### src/rtl/freq_meter_pkg.sv
// Shared definitions for the frequency meter measurement sequencer.
//   state_e     : sequencer state encoding (3-bit)
//   RANGE_W     : width of the gate range selector
//   RANGE_MULT  : gate length multiplier per range (1/10/100/1000)
package freq_meter_pkg;

  localparam int RANGE_W = 2;

  typedef enum logic [2:0] {
    ST_IDLE   = 3'd0,
    ST_CLEAR  = 3'd1,
    ST_GATE   = 3'd2,
    ST_SETTLE = 3'd3,
    ST_LATCH  = 3'd4,
    ST_HOLD   = 3'd5
  } state_e;

  // Decade multipliers are constants so each gate length folds to a fixed
  // load value; no multiplier is built.
  localparam int unsigned RANGE_MULT [4] = '{1, 10, 100, 1000};

endpackage

### src/rtl/gate_timer.sv
// Loadable down-counter used for every timed interval of the sequencer.
//   clk, rst_n : clock, asynchronous active-low reset
//   load       : load load_val this cycle (overrides counting)
//   load_val   : interval length minus one
//   expired    : counter has reached zero (stays at zero, never wraps)
module gate_timer #(
  parameter int TW = 26
) (
  input  logic          clk,
  input  logic          rst_n,
  input  logic          load,
  input  logic [TW-1:0] load_val,
  output logic          expired
);

  logic [TW-1:0] count_q;

  // NOTE: state registers use non-blocking assignments and reset
  // asynchronously, so every register in an edge-triggered block updates
  // together from pre-edge values.
  always_ff @(posedge clk or negedge rst_n) begin
    if (!rst_n) begin
      count_q <= '0;
    end else if (load) begin
      count_q <= load_val;
    end else if (count_q != '0) begin
      count_q <= count_q - TW'(1);
    end
  end

  assign expired = (count_q == '0);

endmodule

### src/rtl/freq_meter_ctrl.sv
// Measurement sequencer for the frequency meter datapath.
// Opens a counting gate of GATE_BASE*10^range cycles on the BCD counter,
// waits for it to settle, pulses lock low for one cycle to load the display
// latch, holds the display, then clears the counter for the next window.
//   enable     : 1 = continuous measurements, 0 = stop/abort
//   range_sel  : gate range, sampled only while clearing the counter
//   cnt_ovf    : counter overflow, sticky over the gate window
//   cnt_en     : counter enable (gate open)
//   cnt_clr    : synchronous clear to the counter
//   lock       : display latch control, 0 = load, 1 = hold
//   meas_done  : one-cycle pulse per completed measurement
//   ovf        : overflow flag belonging to the displayed value
//   range_act  : range belonging to the displayed value
// All outputs are registered and decoded from the next state so they line
// up with the state they describe.
module freq_meter_ctrl
  import freq_meter_pkg::*;
#(
  parameter int GATE_BASE     = 50000,
  parameter int SETTLE_CYCLES = 2,
  parameter int HOLD_CYCLES   = 50000,
  parameter int TW            = 26
) (
  input  logic               clk,
  input  logic               rst_n,
  input  logic               enable,
  input  logic [RANGE_W-1:0] range_sel,
  input  logic               cnt_ovf,
  output logic               cnt_en,
  output logic               cnt_clr,
  output logic               lock,
  output logic               meas_done,
  output logic               ovf,
  output logic [RANGE_W-1:0] range_act
);

  // Timer load values are interval length minus one (expire at zero).
  localparam logic [TW-1:0] GATE_LOAD_R0 = TW'(GATE_BASE * RANGE_MULT[0] - 1);
  localparam logic [TW-1:0] GATE_LOAD_R1 = TW'(GATE_BASE * RANGE_MULT[1] - 1);
  localparam logic [TW-1:0] GATE_LOAD_R2 = TW'(GATE_BASE * RANGE_MULT[2] - 1);
  localparam logic [TW-1:0] GATE_LOAD_R3 = TW'(GATE_BASE * RANGE_MULT[3] - 1);
  localparam logic [TW-1:0] SETTLE_LOAD  = TW'((SETTLE_CYCLES > 0) ? SETTLE_CYCLES - 1 : 0);
  // HOLD always lasts at least one cycle, since meas_done is issued there.
  localparam logic [TW-1:0] HOLD_LOAD    = TW'((HOLD_CYCLES > 1) ? HOLD_CYCLES - 1 : 0);

  state_e             state_q, state_d;
  logic               timer_load, timer_expired;
  logic [TW-1:0]      timer_load_val, gate_load_val;
  logic [RANGE_W-1:0] range_q, range_q_d;
  logic               ovf_pend_q, ovf_pend_d;
  logic               cnt_en_d, cnt_clr_d, lock_d, meas_done_d, ovf_d;
  logic [RANGE_W-1:0] range_act_d;

  gate_timer #(.TW(TW)) u_timer (
    .clk      (clk),
    .rst_n    (rst_n),
    .load     (timer_load),
    .load_val (timer_load_val),
    .expired  (timer_expired)
  );

  // The gate is loaded on the CLEAR edge, the same edge that captures
  // range_sel, so the live input selects the load value here.
  always_comb begin
    unique case (range_sel)
      2'd0:    gate_load_val = GATE_LOAD_R0;
      2'd1:    gate_load_val = GATE_LOAD_R1;
      2'd2:    gate_load_val = GATE_LOAD_R2;
      default: gate_load_val = GATE_LOAD_R3;
    endcase
  end

  // State register.
  always_ff @(posedge clk or negedge rst_n) begin
    if (!rst_n) state_q <= ST_IDLE;
    else        state_q <= state_d;
  end

  // Next-state logic; the timer is reloaded on entry to each timed state.
  // NOTE: every signal written in a combinational block gets a default
  // first, otherwise an unassigned path infers a latch.
  always_comb begin
    state_d        = state_q;
    timer_load     = 1'b0;
    timer_load_val = gate_load_val;
    unique case (state_q)
      ST_IDLE: begin
        if (enable) state_d = ST_CLEAR;
      end
      ST_CLEAR: begin
        if (!enable) begin
          state_d = ST_IDLE;
        end else begin
          state_d        = ST_GATE;
          timer_load     = 1'b1;
          timer_load_val = gate_load_val;
        end
      end
      ST_GATE: begin
        if (!enable) begin
          state_d = ST_IDLE;
        end else if (timer_expired) begin
          if (SETTLE_CYCLES == 0) begin
            state_d = ST_LATCH;
          end else begin
            state_d        = ST_SETTLE;
            timer_load     = 1'b1;
            timer_load_val = SETTLE_LOAD;
          end
        end
      end
      ST_SETTLE: begin
        if (!enable)            state_d = ST_IDLE;
        else if (timer_expired) state_d = ST_LATCH;
      end
      ST_LATCH: begin
        // A started latch always completes, regardless of enable.
        state_d        = ST_HOLD;
        timer_load     = 1'b1;
        timer_load_val = HOLD_LOAD;
      end
      ST_HOLD: begin
        if (timer_expired) state_d = enable ? ST_CLEAR : ST_IDLE;
      end
      default: state_d = ST_IDLE;
    endcase
  end

  // Output and datapath decode.
  always_comb begin
    range_q_d  = (state_q == ST_CLEAR) ? range_sel : range_q;
    ovf_pend_d = ovf_pend_q;
    if (state_q == ST_CLEAR)                ovf_pend_d = 1'b0;
    else if (state_q == ST_GATE && cnt_ovf) ovf_pend_d = 1'b1;

    cnt_en_d    = (state_d == ST_GATE);
    cnt_clr_d   = (state_d == ST_IDLE) || (state_d == ST_CLEAR);
    lock_d      = (state_d != ST_LATCH);
    meas_done_d = (state_q == ST_LATCH);

    // Displayed status changes on the edge the latch opens, using the
    // pending flag including any overflow in the final gate cycle. An
    // aborted window never reaches LATCH and leaves them untouched.
    ovf_d       = ovf;
    range_act_d = range_act;
    if (state_d == ST_LATCH && state_q != ST_LATCH) begin
      ovf_d       = ovf_pend_d;
      range_act_d = range_q;
    end
  end

  always_ff @(posedge clk or negedge rst_n) begin
    if (!rst_n) begin
      range_q    <= '0;
      ovf_pend_q <= 1'b0;
      cnt_en     <= 1'b0;
      cnt_clr    <= 1'b1;
      lock       <= 1'b1;
      meas_done  <= 1'b0;
      ovf        <= 1'b0;
      range_act  <= '0;
    end else begin
      range_q    <= range_q_d;
      ovf_pend_q <= ovf_pend_d;
      cnt_en     <= cnt_en_d;
      cnt_clr    <= cnt_clr_d;
      lock       <= lock_d;
      meas_done  <= meas_done_d;
      ovf        <= ovf_d;
      range_act  <= range_act_d;
    end
  end

endmodule

### config.mk
export PLATFORM = sky130hd
export DESIGN_NAME = freq_meter_ctrl
export DESIGN_NICKNAME = d
export VERILOG_FILES = /design/src/rtl/freq_meter_pkg.sv /design/src/rtl/gate_timer.sv /design/src/rtl/freq_meter_ctrl.sv
export SDC_FILE = /design/constraint.sdc
export NUM_CORES = 1
export LEC_CHECK = 0
export ABC_CLOCK_PERIOD_IN_PS = 3500
export CAP_MARGIN = 30
export CORE_MARGIN = 3
export CORE_UTILIZATION = 55
export DETAILED_ROUTE_END_ITERATION = 12
export PLACE_DENSITY = 0.76
export SYNTH_ARGS = -nofsm -noshare
export SYNTH_HDL_FRONTEND = slang
export SYNTH_SLANG_ARGS = --single-unit
### constraint.sdc
create_clock -name clk -period 3.5 [get_ports clk]
set_input_delay 0.7 -clock clk [delete_from_list [all_inputs] [get_ports clk]]
set_output_delay 0.7 -clock clk [all_outputs]
set_load 0.1 [all_outputs]
Word-level counts from Yosys, hierarchy flattened:

Index checks and enable logic that the tools add are counted.

* register bits: 39
* latch bits: 0
* memory bits (writable): 0
* bits in read-only memories: 0
* input port bits: 6
* output and inout bits: 7
* logic and storage cells: 53
* memories: 0

* add/subtract/negate cells: 1
* multiply operators: 0
* div/mod/pow operators: 0
* $lt $le $gt $ge: 0
* equality and inequality tests: 12
* shifts and indexed selects: 0
* multiplexer cells: 21
* bitwise operators: 0
* reduce and logical (&&, ||, !) cells: 9

Operators with widths (number)
* 2-to-1 mux 26 bit: 4
* one-hot mux 26 bit (3 select lines): 1
* one-hot mux 26 bit (2 select lines): 1
* zero test 26 bit: 1
* nonzero test 26 bit: 1
* subtractor 26 x 1 -> 26 bit, second input constant: 1
* 2-to-1 mux 3 bit: 6
* one-hot mux 3 bit (6 select lines): 1
* equality test 3 x 2 -> 1 bit, second input constant: 3
* equality test 3 bit, second input constant: 3
* equality test 3 x 1 -> 1 bit, second input constant: 2
* zero test 3 bit: 2
* 2-to-1 mux 1 bit: 6
* inequality test 3 bit, second input constant: 2
* one-hot mux 1 bit (3 select lines): 1
* equality test 2 x 1 -> 1 bit, second input constant: 1
* equality test 2 bit, second input constant: 1
* logical AND 1 bit: 2
* zero test 2 bit: 1
* 2-to-1 mux 2 bit: 1
* nonzero test 2 bit: 1
* logical OR 1 bit: 1

Longest topological paths before layout:

Gate-level depths: netlist of run 1.

* depth after elaboration: 6
* depth in mapped cells: 8

Hierarchy:

A second synthesis of run 1 with hierarchy kept.

* cell total of the unflattened synthesis: 245
* area, all modules: 2280.9 um^2

By module, submodules not included
* gate_timer: instances 1, cells each 171, area an instance 1535.2 um^2
* freq_meter_ctrl: instances 1, cells each 74, area an instance 745.7 um^2

Least setup slack after synthesis of run 1:

OpenSTA, ideal clock, no wires.

* path kind: register -> register
* start: register u_timer.count_q[0]
* end: register u_timer.count_q[24]
* arrival time: 2.172 ns
* data required time: 3.406 ns
* path slack: 1.234 ns
* cell stages (with the launch flop): 8
* period minus slack after synthesis: 2.266 ns
* path through: dfrtp_1 -> inv_1 -> ha_1 -> or4b_2 -> nor4_1 -> nand2_1 -> mux2i_1 -> a211oi_1

* cells in the longest elaborated chain, start to end: 5
* elaborated cells on any way between the ends: 12
* those cells by class: add/sub (1); mux (8); reduce/logical (3)

RTL lines
* from (decl): RTL line gate_timer.sv:16 `logic [TW-1:0] count_q;`
* from (signal assigned): RTL line gate_timer.sv:25 `count_q <= load_val;`
* from (signal assigned): RTL line gate_timer.sv:27 `count_q <= count_q - TW'(1);`
* parallel branches: the longest is 5 deep, another holds subtractor 26 x 1 -> 26 bit

Several ways; the timed one is not identified. The select of a mux whose other input is x is not followed.
A chain may end at the register's enable or synchronous reset.

Final worst setup path of run 1:

* start: register u_timer.count_q[10]
* end: register u_timer.count_q[11]

Same word-level chain as after synthesis.

==> results of run 1 <==
## cell type report
| cell class | count | area (um2) | share of cell area (%) |
|---|---|---|---|
| Clock buffer | 5 | 68.8 | 2.91 |
| Clock inverter | 3 | 67.6 | 2.85 |
| Inverter | 6 | 22.5 | 0.951 |
| Multi-Input combinational cell | 155 | 1060 | 44.9 |
| Sequential cell | 39 | 978 | 41.3 |
| Tap cell | 46 | 57.6 | 2.43 |
| Timing Repair Buffer | 12 | 110 | 4.65 |
## where the power goes
part	internal [mW]	total, mW	switching, mW
sequential	0.563	0.693	0.129
combinational	0.169	0.375	0.206
clock	0.284	0.445	0.161
total	1.02	1.51	0.496
## worst reg2reg max path, stage by stage, from the launching register on
cell     delay (ps)
dfrtp_1         420
or4_4           580
nor4_4          400
nand4_1         430
nand2_1         500
o21ai_0         200
## stage by stage
step	utilization [%]	instances
after floorplan	-	207
after detailed placement	63.9	258
final	67.8	266
after global placement	63.9	258
after CTS	67.8	266
after global routing	67.8	266
## layer usage
layer	part of all wire [%]	wire length [um]	up-vias	track usage (%)
li1	-	-	768	-
met1	44	1920	786	28.9
met2	49	2170	41	34.5
met3	6.1	268	5	7.65
met4	0.80	35	0	6.58
met5	0	0	-	0
## cell usage in the layout (no fill, tap or decap), drive strengths merged, types with 3 or more instances in the layout
| cell | netlist | layout |
|---|---|---|
| nor2b | 3 | 3 |
| a21oi | 8 | 8 |
| buf | 2 | 3 |
| nor3 | 4 | 4 |
| or3 | 4 | 4 |
| nand2b | 5 | 5 |
| clkdlybuf4s50 | 0 | 9 |
| nor4 | 4 | 4 |
| xnor2 | 8 | 8 |
| a31oi | 3 | 3 |
| mux2 | 5 | 5 |
| inv | 6 | 6 |
| ha | 7 | 7 |
| xor2 | 10 | 10 |
| nand3 | 7 | 7 |
| dfrtp | 37 | 37 |
| clkbuf | 5 | 5 |
| or4 | 6 | 6 |
| nand2 | 13 | 13 |
| o21ai | 25 | 25 |
| o211ai | 3 | 3 |
| nor2 | 16 | 16 |
## logic make-up (layout without fill, tap and decap cells)
group / count (synthesis) / count (layout)
buf+inv: 13 / 26
mux: 6 / 6
simple gates: 77 / 77
flops: 39 / 39
xor+xnor: 18 / 18
compound gates: 47 / 47
fa+ha+maj: 7 / 7
## worst max path at each step
stage,slack (ps),endpoint,start
after global placement,810,u_timer.count_q[11]$_DFFE_PN0P_,enable
after detailed placement,810,u_timer.count_q[22]$_DFFE_PN0P_,enable
after global routing,640,u_timer.count_q[19]$_DFFE_PN0P_,u_timer.count_q[10]$_DFFE_PN0P_
after floorplan,1230,u_timer.count_q[24]$_DFFE_PN0P_,u_timer.count_q[0]$_DFFE_PN0P_
after CTS,850,u_timer.count_q[11]$_DFFE_PN0P_,u_timer.count_q[10]$_DFFE_PN0P_
final,830,u_timer.count_q[11]$_DFFE_PN0P_,u_timer.count_q[10]$_DFFE_PN0P_
## sequential cells by signal, summed over array words and instances, names as in the netlist
name and count:
cnt_en 1, lock 1, state_q 3, cnt_clr 1, range_act 2, ovf 1
ovf_pend_q 1, u_timer.count_q 26, range_q 2, meas_done 1
==> flow_summary.json, run 1 <==
{
  "cts_resized": 0,
  "max-clock-path-buffers": 2,
  "fin_area_mm2": 0.00237,
  "fmax_mhz": 375,
  "synth.avg_cell_area_um2": 10.1,
  "postCtsSetupRepairBufs": 0,
  "start_util_pct": 60.0,
  "gp_congestion": 0.936,
  "async_flop_share_pct": 100,
  "synth_top_area_share_pct": 44.2,
  "synth.area.mux_share_pct": 3.70,
  "hold_viol_final": 0,
  "status": "complete, no violations",
  "overflow": 0,
  "gr-usage-all-layers_pct": 22.1,
  "fill_cells": 267,
  "hold_path_class": "in2async",
  "synth_warnings": 0,
  "cp_cell_sequence": "or4_4, nor4_4, nand4_1, nand2_1, o21ai_0",
  "nets": 232,
  "critical_path_required_ps": 3660,
  "fp.dieH_um": 67.7,
  "grt_pass1_wl_um": 7380,
  "yosysMostFrequentCell": "dfrtp_1",
  "worst_hold_slack_ps": 514,
  "cp.arrival_ps": 2820,
  "slew_headroom_pct": 35.1,
  "dpl.hpwl_um": 3150,
  "synthAdderAreaFrac_pct": 4.18,
  "postSynthCellCount": 207,
  "antenna_found_initial": 0,
  "period_needed_ps": 2670,
  "ant_nets": 0,
  "worst_path_largest_cell_delay_ps": 580,
  "placed_cell_area_mm2": 0.00223,
  "irDropWorstVdd_mv": 0.316,
  "rr_worst_depth": 5,
  "wire_per_inst_um": 16.5,
  "insertion_delay_ps": 300,
  "num_vias": 1600,
  "die_width_um": 67.7,
  "critPathTopFamily": "simple AND/OR/NAND/NOR gates",
  "synthTopCellsByCount": "dfrtp_1 (37), o21ai_0 (25), nor2_1 (16), nand2_1 (13), xor2_1 (10)",
  "ys_types": 47,
  "synth_nets": 220,
  "cap_viol_max_count": 0,
  "clk_transition_reported_paths_ps": 80,
  "report.power.total_mw": 1.51,
  "setup-tns-final_ps": 0,
  "cts_tree": "yes",
  "clkSinkCount": 39,
  "avgViaCountPerCell": 6.02,
  "dieArea_mm2": 0.00459,
  "hold_buffers": 0,
  "synth_edf_count": 0,
  "syn_area_mm2": 0.00210,
  "p_per_area_mw_per_mm2": 639,
  "num_rows": 21,
  "drt-total-wl_um": 4400,
  "slew_violations": 0,
  "drive_gt1_share_pct": 12.3,
  "cp_slowest_cell": "or4_4",
  "cp_max_fo": 14,
  "path_class": "reg2reg",
  "leakagePower_nw": 1.01,
  "design.portCount": 13,
  "dr.pass1.iters": 4,
  "rsz0062_at_grt": "no",
  "clock_skew_ps": 6.84,
  "portBuffers": 12,
  "synth_xor_area_share_pct": 7.52,
  "r2r_slack_ps": 830,
  "grt_pass1_vias": 1536,
  "grt_max_degree": 40,
  "synth_simple_gate_area_share_pct": 22.3,
  "critPathBufInv": 0,
  "min_period_over_period_pct": 76.2,
  "synth_top_family_by_area": "simple AND/OR/NAND/NOR gates",
  "setup_slack_ps": 832,
  "setup.worst_path.end_class": "register",
  "seq_area_frac_synth_pct": 46.7,
  "setup_viol": 0,
  "worstMarginPinSlew_ps": 970,
  "ys_top_cells_by_area": "dfrtp_1 (44%), o21ai_0 (6.0%), ha_1 (4.2%)",
  "post-place-ws_ps": 809,
  "cts_buffers": 5,
  "regToRegStartpoint": "u_timer.count_q[10]$_DFFE_PN0P_",
  "cts_htree_levels": 2,
  "yosys.area.top_type": "dfrtp_1",
  "synth_ff_type": "dfrtp_1",
  "area_growth_pct": 13.0,
  "antennaDiodeCount": 0,
  "yosys_register_bits": 39,
  "drc": 0,
  "synth_compound_area_share_pct": 13.1,
  "drt_iter0_drc": 144,
  "r2r_end": "u_timer.count_q[11]$_DFFE_PN0P_",
  "cts_root_buf": "clkbuf_8",
  "critPathLaunchType": "register",
  "path_depth": 5,
  "core_area_mm2": 0.00349
}
Power figures use the tool's default switching activity.
==> run 2, diff against run 1 <==
ABC_CLOCK_PERIOD_IN_PS = 2200   (was 3500)
CORE_UTILIZATION = 53   (was 55)
clock period = 2.2 ns   (was 3.5 ns; I/O delays follow)
==> flow_summary.json, run 2 (synthesis results as in run 1) <==
{
  "status": "complete, no violations",
  "final_cell_mix": "dfrtp_1 (37), buf_4 (29), o21ai_0 (25)",
  "drt_iter0_drc": 164,
  "start_util_pct": 56.0,
  "dpl.hpwl_um": 3350,
  "drt-total-wl_um": 4690,
  "gp_congestion": 0.961,
  "top_register": "u_timer.count_q",
  "overflow": 0,
  "hold_viol_final": 0,
  "cts_root_buf": "clkbuf_8",
  "critical_path_required_ps": 2390,
  "area_growth_pct": 22.5,
  "irDropWorstVdd_mv": 0.496,
  "slew_headroom_pct": 70.9,
  "critPathLaunchType": "register",
  "fin_area_mm2": 0.00257,
  "cts_tree": "yes",
  "leakagePower_nw": 1.14,
  "placed_cell_area_mm2": 0.00237,
  "antennaDiodeCount": 0,
  "path_class": "reg2reg",
  "cap_viol_max_count": 0,
  "grt_pass1_vias": 1657,
  "grt_pass1_wl_um": 7630,
  "cts_htree_levels": 2,
  "period_needed_ps": 2180,
  "drive_gt1_share_pct": 24.2,
  "gr-usage-all-layers_pct": 22.2,
  "reg_top3": "u_timer.count_q (26), state_q (3)",
  "clk_transition_reported_paths_ps": 80,
  "largest_reg_flops": 26,
  "regToRegStartpoint": "u_timer.count_q[14]$_DFFE_PN0P_",
  "p_per_area_mw_per_mm2": 978,
  "die_width_um": 68.9,
  "clock_skew_ps": 7.07,
  "rsz0062_at_grt": "yes",
  "max-clock-path-buffers": 2,
  "design.portCount": 13,
  "rr_worst_depth": 5,
  "report.power.total_mw": 2.51,
  "drc": 0,
  "r2r_end": "ovf$_DFFE_PN0P_",
  "grt_max_degree": 17,
  "nets": 256,
  "worstMarginPinSlew_ps": 431,
  "fp.dieH_um": 68.9,
  "setup_viol": 0,
  "dr.pass1.iters": 6,
  "clkSinkCount": 39,
  "cp.arrival_ps": 2380,
  "slew_violations": 0,
  "antenna_found_initial": 0,
  "dieArea_mm2": 0.00474,
  "avgViaCountPerCell": 5.75,
  "num_vias": 1678,
  "min_period_over_period_pct": 99.3,
  "fmax_mhz": 458,
  "ant_nets": 0,
  "cp_max_fo": 5,
  "fill_cells": 307,
  "r2r_slack_ps": 20,
  "worst_hold_slack_ps": 519,
  "num_rows": 22,
  "core_area_mm2": 0.00374,
  "hold_path_class": "in2async",
  "setup.worst_path.end_class": "register",
  "layout_commonest_cell": "dfrtp_1",
  "wire_per_inst_um": 16.1,
  "cts_buffers": 5,
  "portBuffers": 12,
  "insertion_delay_ps": 300
}
-- run 2: cell types whose count changed in the layout (fill, tap and decap cells not counted), sizes merged --
cell,change
buf,+28
bufinv,-1
clkbuf,+1
clkdlybuf4s50,-5
clkinv,+1
clkinvlp,-1
dlygate4sd3,+1
-- run 2: layer usage --
metal	global-route usage, %	share of wire, %	up-vias
li1	-	-	815
met1	27.7	44	811
met2	36.1	48	44
met3	6.81	5.9	8
met4	8.03	1.7	0
met5	0	0	-
-- run 2: layout make-up --
class,count,area (um2),share of cell area [%]
timing repair buffer,36,284,11.1
clock buffer,6,82.6,3.22
clock inverter,2,35.0,1.36
tap,48,60.1,2.34
sequential,39,978,38.1
multi-input combinational,155,1100,43.0
inverter,6,22.5,0.877
-- run 2: critical path, cell delays in order (launching register included) --
cell,delay (ps)
dfrtp_1,390
or4_4,580
nor4_4,300
and4_4,310
nand4_4,150
mux2_4,330
-- run 2: how the worst max path moves through the flow --
stage / start / to / slack (ps) / depth (start not counted)
global route: u_timer.count_q[7]$_DFFE_PN0P_ / ovf$_DFFE_PN0P_ / -40 / 5
detailed placement: u_timer.count_q[6]$_DFFE_PN0P_ / range_act[0]$_DFFE_PN0P_ / 20 / 5
CTS: u_timer.count_q[6]$_DFFE_PN0P_ / range_act[0]$_DFFE_PN0P_ / 8 / 5
floorplan: u_timer.count_q[12]$_DFFE_PN0P_ / ovf$_DFFE_PN0P_ / 30 / 5
global placement: u_timer.count_q[14]$_DFFE_PN0P_ / ovf$_DFFE_PN0P_ / 60 / 5
finish: u_timer.count_q[14]$_DFFE_PN0P_ / ovf$_DFFE_PN0P_ / 20 / 5
-- run 2: what timing repair did --
action,in CTS,in global routing
hold buffers,1,0
endpoints found under the setup margin,0,28
resized for setup,0,7
hold endpoints to repair,8,0
setup buffers,0,4
-- run 2: stage by stage --
stage | utilization (%) | setup WS [ps] | instances | setup TNS, ps
5_1_grt | 68.6 | -36.0 | 292 | -125
3_5_place_dp | 63.3 | 19.0 | 279 | 0
3_3_place_gp | 63.3 | 57.3 | 279 | 0
6_report | 68.6 | 16.2 | 292 | 0
2_1_floorplan | - | 26.1 | 207 | 0
4_1_cts | 66.7 | 8.13 | 288 | 0
-- run 2: power breakdown --
| group | switching, mW | internal (mW) |
|---|---|---|
| Clock | 0.260 | 0.367 |
| Sequential | 0.177 | 0.896 |
| Combinational | 0.416 | 0.393 |
| Total | 0.853 | 1.66 |
